===== src/rtl/bit_serial_adder.sv =====
// bit_serial_adder -- area-cheap adder that pushes one bit per clock through a
// single 1-bit full-adder cell, LSB first, keeping the carry in a flop between
// bits. The result is ready WIDTH cycles after the operands are accepted.
//
// Ports:
//   clk    in   system clock, rising edge
//   rst_n  in   asynchronous active-low reset
//   start  in   request; looked at only in IDLE or DONE
//   a, b   in   WIDTH-bit operands, captured on an accepted start
//   c_in   in   carry-in, captured on an accepted start
//   busy   out  high while bits are being added (exactly WIDTH cycles)
//   done   out  one-cycle pulse; sum/c_out valid from this cycle on
//   sum    out  WIDTH-bit result, held until the next accepted start
//   c_out  out  final carry, held with sum
//   ovf    out  signed overflow, present only with BIT_SERIAL_ADDER_OVF_EN
//
// Build option: define BIT_SERIAL_ADDER_OVF_EN to add the ovf port and logic.
//
// state  | meaning
// S_IDLE | waiting for start
// S_RUN  | adding one bit per clock
// S_DONE | result valid, done pulse; start here launches a new add at once

module fulladder (
  input  logic a,
  input  logic b,
  input  logic c_in,
  output logic sum,
  output logic c_out
);
  assign sum   = a ^ b ^ c_in;
  assign c_out = (a & b) | (c_in & (a ^ b));
endmodule

module bit_serial_adder #(
  parameter int WIDTH = 8
) (
  input  logic             clk,
  input  logic             rst_n,
  input  logic             start,
  input  logic [WIDTH-1:0] a,
  input  logic [WIDTH-1:0] b,
  input  logic             c_in,
  output logic             busy,
  output logic             done,
  output logic [WIDTH-1:0] sum,
  output logic             c_out
`ifdef BIT_SERIAL_ADDER_OVF_EN
  ,
  output logic             ovf
`endif
);

  localparam int CW = (WIDTH > 1) ? $clog2(WIDTH) : 1;
  localparam logic [CW-1:0] LAST_BIT = CW'(WIDTH - 1);

  typedef enum logic [1:0] {
    S_IDLE = 2'd0,
    S_RUN  = 2'd1,
    S_DONE = 2'd2
  } state_t;

  state_t           state_q, state_d;
  logic [WIDTH-1:0] a_sr_q, a_sr_d;
  logic [WIDTH-1:0] b_sr_q, b_sr_d;
  logic [WIDTH-1:0] sum_q, sum_d;
  logic [CW-1:0]    cnt_q, cnt_d;
  logic             carry_q, carry_d;
  logic             c_out_q, c_out_d;
`ifdef BIT_SERIAL_ADDER_OVF_EN
  logic             ovf_q, ovf_d;
`endif

  logic fa_sum;
  logic fa_c_out;

  fulladder u_fa (
    .a     (a_sr_q[0]),
    .b     (b_sr_q[0]),
    .c_in  (carry_q),
    .sum   (fa_sum),
    .c_out (fa_c_out)
  );

  always_comb begin
    state_d = state_q;
    a_sr_d  = a_sr_q;
    b_sr_d  = b_sr_q;
    sum_d   = sum_q;
    cnt_d   = cnt_q;
    carry_d = carry_q;
    c_out_d = c_out_q;
`ifdef BIT_SERIAL_ADDER_OVF_EN
    ovf_d   = ovf_q;
`endif
    case (state_q)
      S_IDLE, S_DONE: begin
        if (start) begin
          state_d = S_RUN;
          a_sr_d  = a;
          b_sr_d  = b;
          carry_d = c_in;
          cnt_d   = '0;
          sum_d   = '0;
          c_out_d = 1'b0;
`ifdef BIT_SERIAL_ADDER_OVF_EN
          ovf_d   = 1'b0;
`endif
        end else if (state_q == S_DONE) begin
          state_d = S_IDLE;
        end
      end
      S_RUN: begin
        // New bit enters at the MSB so the LSB lands at bit 0 after WIDTH shifts.
        sum_d   = {fa_sum, sum_q[WIDTH-1:1]};
        carry_d = fa_c_out;
        a_sr_d  = {1'b0, a_sr_q[WIDTH-1:1]};
        b_sr_d  = {1'b0, b_sr_q[WIDTH-1:1]};
        cnt_d   = cnt_q + 1'b1;
        if (cnt_q == LAST_BIT) begin
          state_d = S_DONE;
          c_out_d = fa_c_out;
`ifdef BIT_SERIAL_ADDER_OVF_EN
          // On the MSB bit, carry_q is the carry into the sign bit.
          ovf_d   = carry_q ^ fa_c_out;
`endif
        end
      end
      default: state_d = S_IDLE;
    endcase
  end

  always_ff @(posedge clk or negedge rst_n) begin
    if (!rst_n) begin
      state_q <= S_IDLE;
      a_sr_q  <= '0;
      b_sr_q  <= '0;
      sum_q   <= '0;
      cnt_q   <= '0;
      carry_q <= 1'b0;
      c_out_q <= 1'b0;
`ifdef BIT_SERIAL_ADDER_OVF_EN
      ovf_q   <= 1'b0;
`endif
    end else begin
      state_q <= state_d;
      a_sr_q  <= a_sr_d;
      b_sr_q  <= b_sr_d;
      sum_q   <= sum_d;
      cnt_q   <= cnt_d;
      carry_q <= carry_d;
      c_out_q <= c_out_d;
`ifdef BIT_SERIAL_ADDER_OVF_EN
      ovf_q   <= ovf_d;
`endif
    end
  end

  assign busy  = (state_q == S_RUN);
  assign done  = (state_q == S_DONE);
  assign sum   = sum_q;
  assign c_out = c_out_q;
`ifdef BIT_SERIAL_ADDER_OVF_EN
  assign ovf   = ovf_q;
`endif

endmodule


===== config.mk =====
export PLATFORM = sky130hd
export DESIGN_NAME = bit_serial_adder
export DESIGN_NICKNAME = d
export VERILOG_FILES = /design/src/rtl/bit_serial_adder.sv
export SDC_FILE = /design/constraint.sdc
export NUM_CORES = 1
export LEC_CHECK = 0
export ABC_AREA = 1
export BUFFER_PORTS_ARGS = -buffer_cell sky130_fd_sc_hd__buf_2
export CAP_MARGIN = 20
export CORE_MARGIN = 5
export CORE_UTILIZATION = 35
export CTS_CLUSTER_DIAMETER = 150
export DETAILED_ROUTE_END_ITERATION = 12
export SLEW_MARGIN = 20
export SYNTH_ARGS = -nofsm -noshare
export SYNTH_HDL_FRONTEND = slang
export SYNTH_SLANG_ARGS = --single-unit

===== constraint.sdc =====
create_clock -name clk -period 1.7 [get_ports clk]
set_clock_uncertainty 0.05 [all_clocks]
set_input_delay 0.425 -clock clk [delete_from_list [all_inputs] [get_ports clk]]
set_output_delay 0.425 -clock clk [all_outputs]
set_load 0.02 [all_outputs]

# After elaboration in Yosys (flattened, before gate mapping)
# Cells that the tools add are included.
# W data, S select, Z words.
op_classes:
  add_sub_neg: 1
  eq_ne: 6
  mux: 17
  n_bitwise: 5
  reduce_logical: 6
ops:
  columns: ["operator", "count"]
  rows:
  - ["$pmux W8 S2", 3]
  - ["$mux W8", 3]
  - ["$mux W2", 3]
  - ["$pmux W3 S2", 1]
  - ["$pmux W1 S2", 2]
  - ["$pmux W2 S2", 1]
  - ["$reduce_and A2 Y1", 2]
  - ["$add A3 B1 Y3 const B", 1]
  - ["$eq A3 B3 Y1 const B", 1]
  - ["$mux W1", 3]
  - ["$mux W3", 1]
  - ["$ne A3 B3 Y1 const B", 1]
  - ["$reduce_and A3 Y1", 1]
  - ["$and A1 B1 Y1", 2]
  - ["$eq A2 B1 Y1 const B", 1]
  - ["$eq A2 B2 Y1 const B", 1]
  - ["$logic_not A2 Y1", 1]
  - ["$ne A2 B1 Y1 const B", 1]
  - ["$ne A2 B2 Y1 const B", 1]
  - ["$reduce_bool A2 Y1", 1]
  - ["$reduce_or A2 Y1", 1]
  - ["$xor A1 B1 Y1", 2]
  - ["$or A1 B1 Y1", 1]
word_totals:
  register_bits: 31
  wordCells: 42

# Logic depth before layout (Yosys ltp)
logic_depth:
  word_depth: 5
  mapped_depth: 8
  depth_no_buf: 7

# Modules after synthesis
# From an unflattened synthesis, not the netlist that was laid out.
hier_totals:
  cells_unflattened: 199
  area_unflattened_um2: 1597.8
modules_own_cells:
  columns: ["mod", "n_inst", "cells_each", "area_per_inst_um2"]
  rows:
  - ["bit_serial_adder", 1, 198, 1577.8]
  - ["fulladder", 1, 1, 20.0]

# Worst setup path before layout
# OpenSTA, ideal clock, no wires.
synth_path:
  path_kind: "flip-flop to output port"
  startpoint: "reg state_q[0]"
  endpoint: "out done"
  arrival_time_ns: 0.967
  t_required_ns: 1.225
  path_slack_ns: 0.258
  stages_incl_launch_ff: 4
  path_buffers: 2
  cell_sequence: "dfrtp_1 buf_6 buf_2 nor2_1"
synth_between:
  elab_chain_len: 1
synth_lines:
  columns: ["item", "line_no", "text"]
  rows:
  - ["start, declared", "63", "state_t state_q, state_d;"]
  - ["start signal, assigned", "146", "state_q <= state_d;"]
  - ["$eq A2 B2 Y1", "160", "assign done = (state_q == S_DONE);"]
  - ["end, declared", "45", "output logic done,"]
# No other way between the ends.

# Worst setup path in the final report
layout_path:
  startpoint: "reg state_q[1]"
  endpoint: "out busy"
layout_between:
  elab_chain_len: 1
layout_lines:
  columns: ["item", "line_no", "text"]
  rows:
  - ["$eq A2 B1 Y1", "159", "assign busy = (state_q == S_RUN);"]
  - ["end, declared", "44", "output logic busy,"]
# No other way between the ends.

==> results by group <==
Status
  • Status: complete, no violations

Pwr
  • VDD IR-drop max: 703.1 uV
  • Static Leak: 1.154 nW
  • Pwr Density: 1996 nW/um^2

Die
  • Rows: 24
  • Die H: 78.38 um
  • Starting Density: 0.3682
  • Core area: 4444 um^2
  • Die Wd: 78.38 um
  • Die outline area: 6143 um^2
  • Number of I/O pins: 31

CTS
  • CTS Sinks: 31
  • Hold-fix buffers at CTS: 0
  • CTS Buf Count: 5
  • Root buffer cell: clkbuf_8
  • Bufs on Longest Clock Path: 2
  • CTS H-Tree Depth: 2
  • Clk slew on worst S/H paths: 0.07 ns
  • Latest clock arrival within the worst-skew pair: 0.29 ns
  • CTS tree: built

Detailed routing
  • WL final: 3346 um
  • DR pass1 iterations: 4
  • Post-route ant nets: 0
  • Vias per cell: 4.567
  • DR DRC count: 0
  • DRT iter0 DRCs: 56
  • Via count: 1329
  • Wire per inst: 11.50 um

Setup path
  • Crit path arrival time: 1.13 ns
  • R2R Path End: b_sr_q[4]
  • Crit Path Max Fanout: 10
  • Worst endpoint required time: 1.22 ns
  • FF-to-FF path depth: 7
  • Worst-path cell chain: inv_4, nand2_8, inv_1, buf_2
  • FF-to-FF Start: state_q[0]
  • Worst Setup End Kind: output pin
  • Largest stage delay, worst path: 0.40 ns
  • R2r setup slk: 0.37 ns
  • Critical Path Start Type: flop
  • WS Path Type: reg -> out
  • Slowest CP cell: dfrtp_1

Synthesis
  • Syn Area/Cell: 8.062 um^2
  • Post-synthesis sequential area ratio: 0.4740
  • Post-synth ARST share: 1.000
  • Syn. warnings: 0
  • Post-synth cell types: 19
  • Synth Net Count: 226
  • Most used DFF post-synth: dfrtp_1
  • Synthesized cell area: 1637 um^2
  • EDFF count, synth: 0
  • Post-synthesis instance total: 203
  • Synth Register Bits: 31

Global routing
  • First-pass GRT wire length: 5940 um
  • Largest net degree at the start of global routing: 32
  • Vias in the first global route: 1272
  • Grt ovf: 0
  • Total GRT Usage: 0.1245
  • Initial antenna violation count: 0

STA
  • Final slew viol count: 0
  • Unrepaired setup endpoints after global routing: no
  • Worst-Margin Slew: 0.4012 ns
  • Setup TNS: 0 ns
  • Max Freq: 621.4 MHz
  • Final number of hold-violating endpoints: 0
  • Crit path time final: 1.609 ns
  • Period utilisation layout: 0.9466
  • # setup viols final: 0
  • Max_slew headroom: 0.7325

Layout
  • Area grow syn2layout: 18.73%
  • Nets: 261
  • Share of cells above drive strength 1: 0.2678
  • Ant diodes: 0
  • Commonest non-fill, non-tap cell in the layout: nand2_1
  • Commonest non-fill, non-tap cells in the layout: 71 x nand2_1, 36 x inv_1, 31 x nand3_1, 30 x dfrtp_1, 30 x buf_2
  • Fin util: 0.4372

Place
  • RePlAce Congestion: 0.7598
  • Buffers on Ports: 30
  • DP HPWL: 2279 um

Min path
  • Hold Path Class: in -> async

Flow run
  • Total of max-cap violations: 0
## worst max-delay path: cells and delay by family (launching register included)
kind | cells | cell delay [ns]
buffers and inverters | 3 | 0.35
DFF | 1 | 0.40
and+or+nand+nor | 1 | 0.09
## cell type report
| cell class | instances | area, um^2 |
|---|---|---|
| multi-input combinational | 125 | 629.4 |
| tap | 52 | 65.06 |
| fill | 455 | 2501 |
| inverter | 39 | 158.9 |
| clock inverter | 2 | 35.03 |
| clock buffer | 6 | 82.58 |
| sequential | 31 | 777.0 |
| timing repair buffer | 36 | 195.2 |
## report_power, final
part / switching [W] / internal, W
registers: 0.000217 / 0.00109
logic: 0.00114 / 0.000673
clock network: 0.000289 / 0.000474
## synth_stat cells, types with 2 or more instances
cell type	count	area share
nand2_1	71	0.16
inv_1	36	0.083
dfrtp_1	31	0.47
nand3_1	31	0.095
nand2_2	10	0.038
buf_2	4	0.012
nand2_8	3	0.037
o21ai_0	3	0.0092
buf_6	2	0.014
ha_1	2	0.015
nor2_1	2	0.0046
## timing repair
| action | CTS | global route |
|---|---|---|
| endpoints found under the setup margin | 2 | 1 |
| pin swaps | 0 | 0 |
| gates resized for setup | 2 | 1 |
| buffers inserted | 0 | 1 |
## worst max path at each step
stage	start	end	slack, ns	depth (start not counted)
final	state_q[1]	busy	0.09	4
after global routing	state_q[1]	busy	0.01	4
after CTS	state_q[1]	busy	0.05	4
after detailed placement	state_q[0]	done	0.28	2
after global placement	state_q[0]	done	0.29	2
after floorplan	state_q[0]	done	0.26	3
## routing by layer
layer,up-vias,GRT usage,wire [um]
met3,6,0.03204,197
met4,0,0.07343,59
met1,611,0.1663,1587
li1,677,-,-
met2,35,0.1815,1501
met5,-,0,0
## logic make-up after synthesis
group / share of synthesized area
AND/OR/NAND/NOR: 0.3410
flip-flops: 0.4740
adder cells (fa/ha/maj): 0.02752
buffers and inverters: 0.1430
AO/OA/AOI/OAI: 0.01452
## stage by stage
| stage | total power [W] | hold slack, ns | area [um^2] | setup WS (ns) | cells |
|---|---|---|---|---|---|
| after floorplan | 0.002810 | 0.07941 | 1637 | 0.2582 | 203 |
| after global placement | 0.003091 | 0.4134 | 1812 | 0.2874 | 282 |
| after detailed placement | 0.003126 | 0.4158 | 1812 | 0.2825 | 282 |
| after CTS | 0.003916 | 0.09998 | 1933 | 0.04642 | 290 |
| after global routing | 0.004275 | 0.1342 | 1943 | 0.01302 | 291 |
| final | 0.003879 | 0.09221 | 1943 | 0.09084 | 291 |
## flip-flops by register name, indices dropped and copies added (netlist names)
| register | cells |
|---|---|
| a_sr_q | 8 |
| b_sr_q | 8 |
| sum | 8 |
| cnt_q | 3 |
| state_q | 2 |
| c_out | 1 |
| carry_q | 1 |
(Power assumes the default switching activity.)
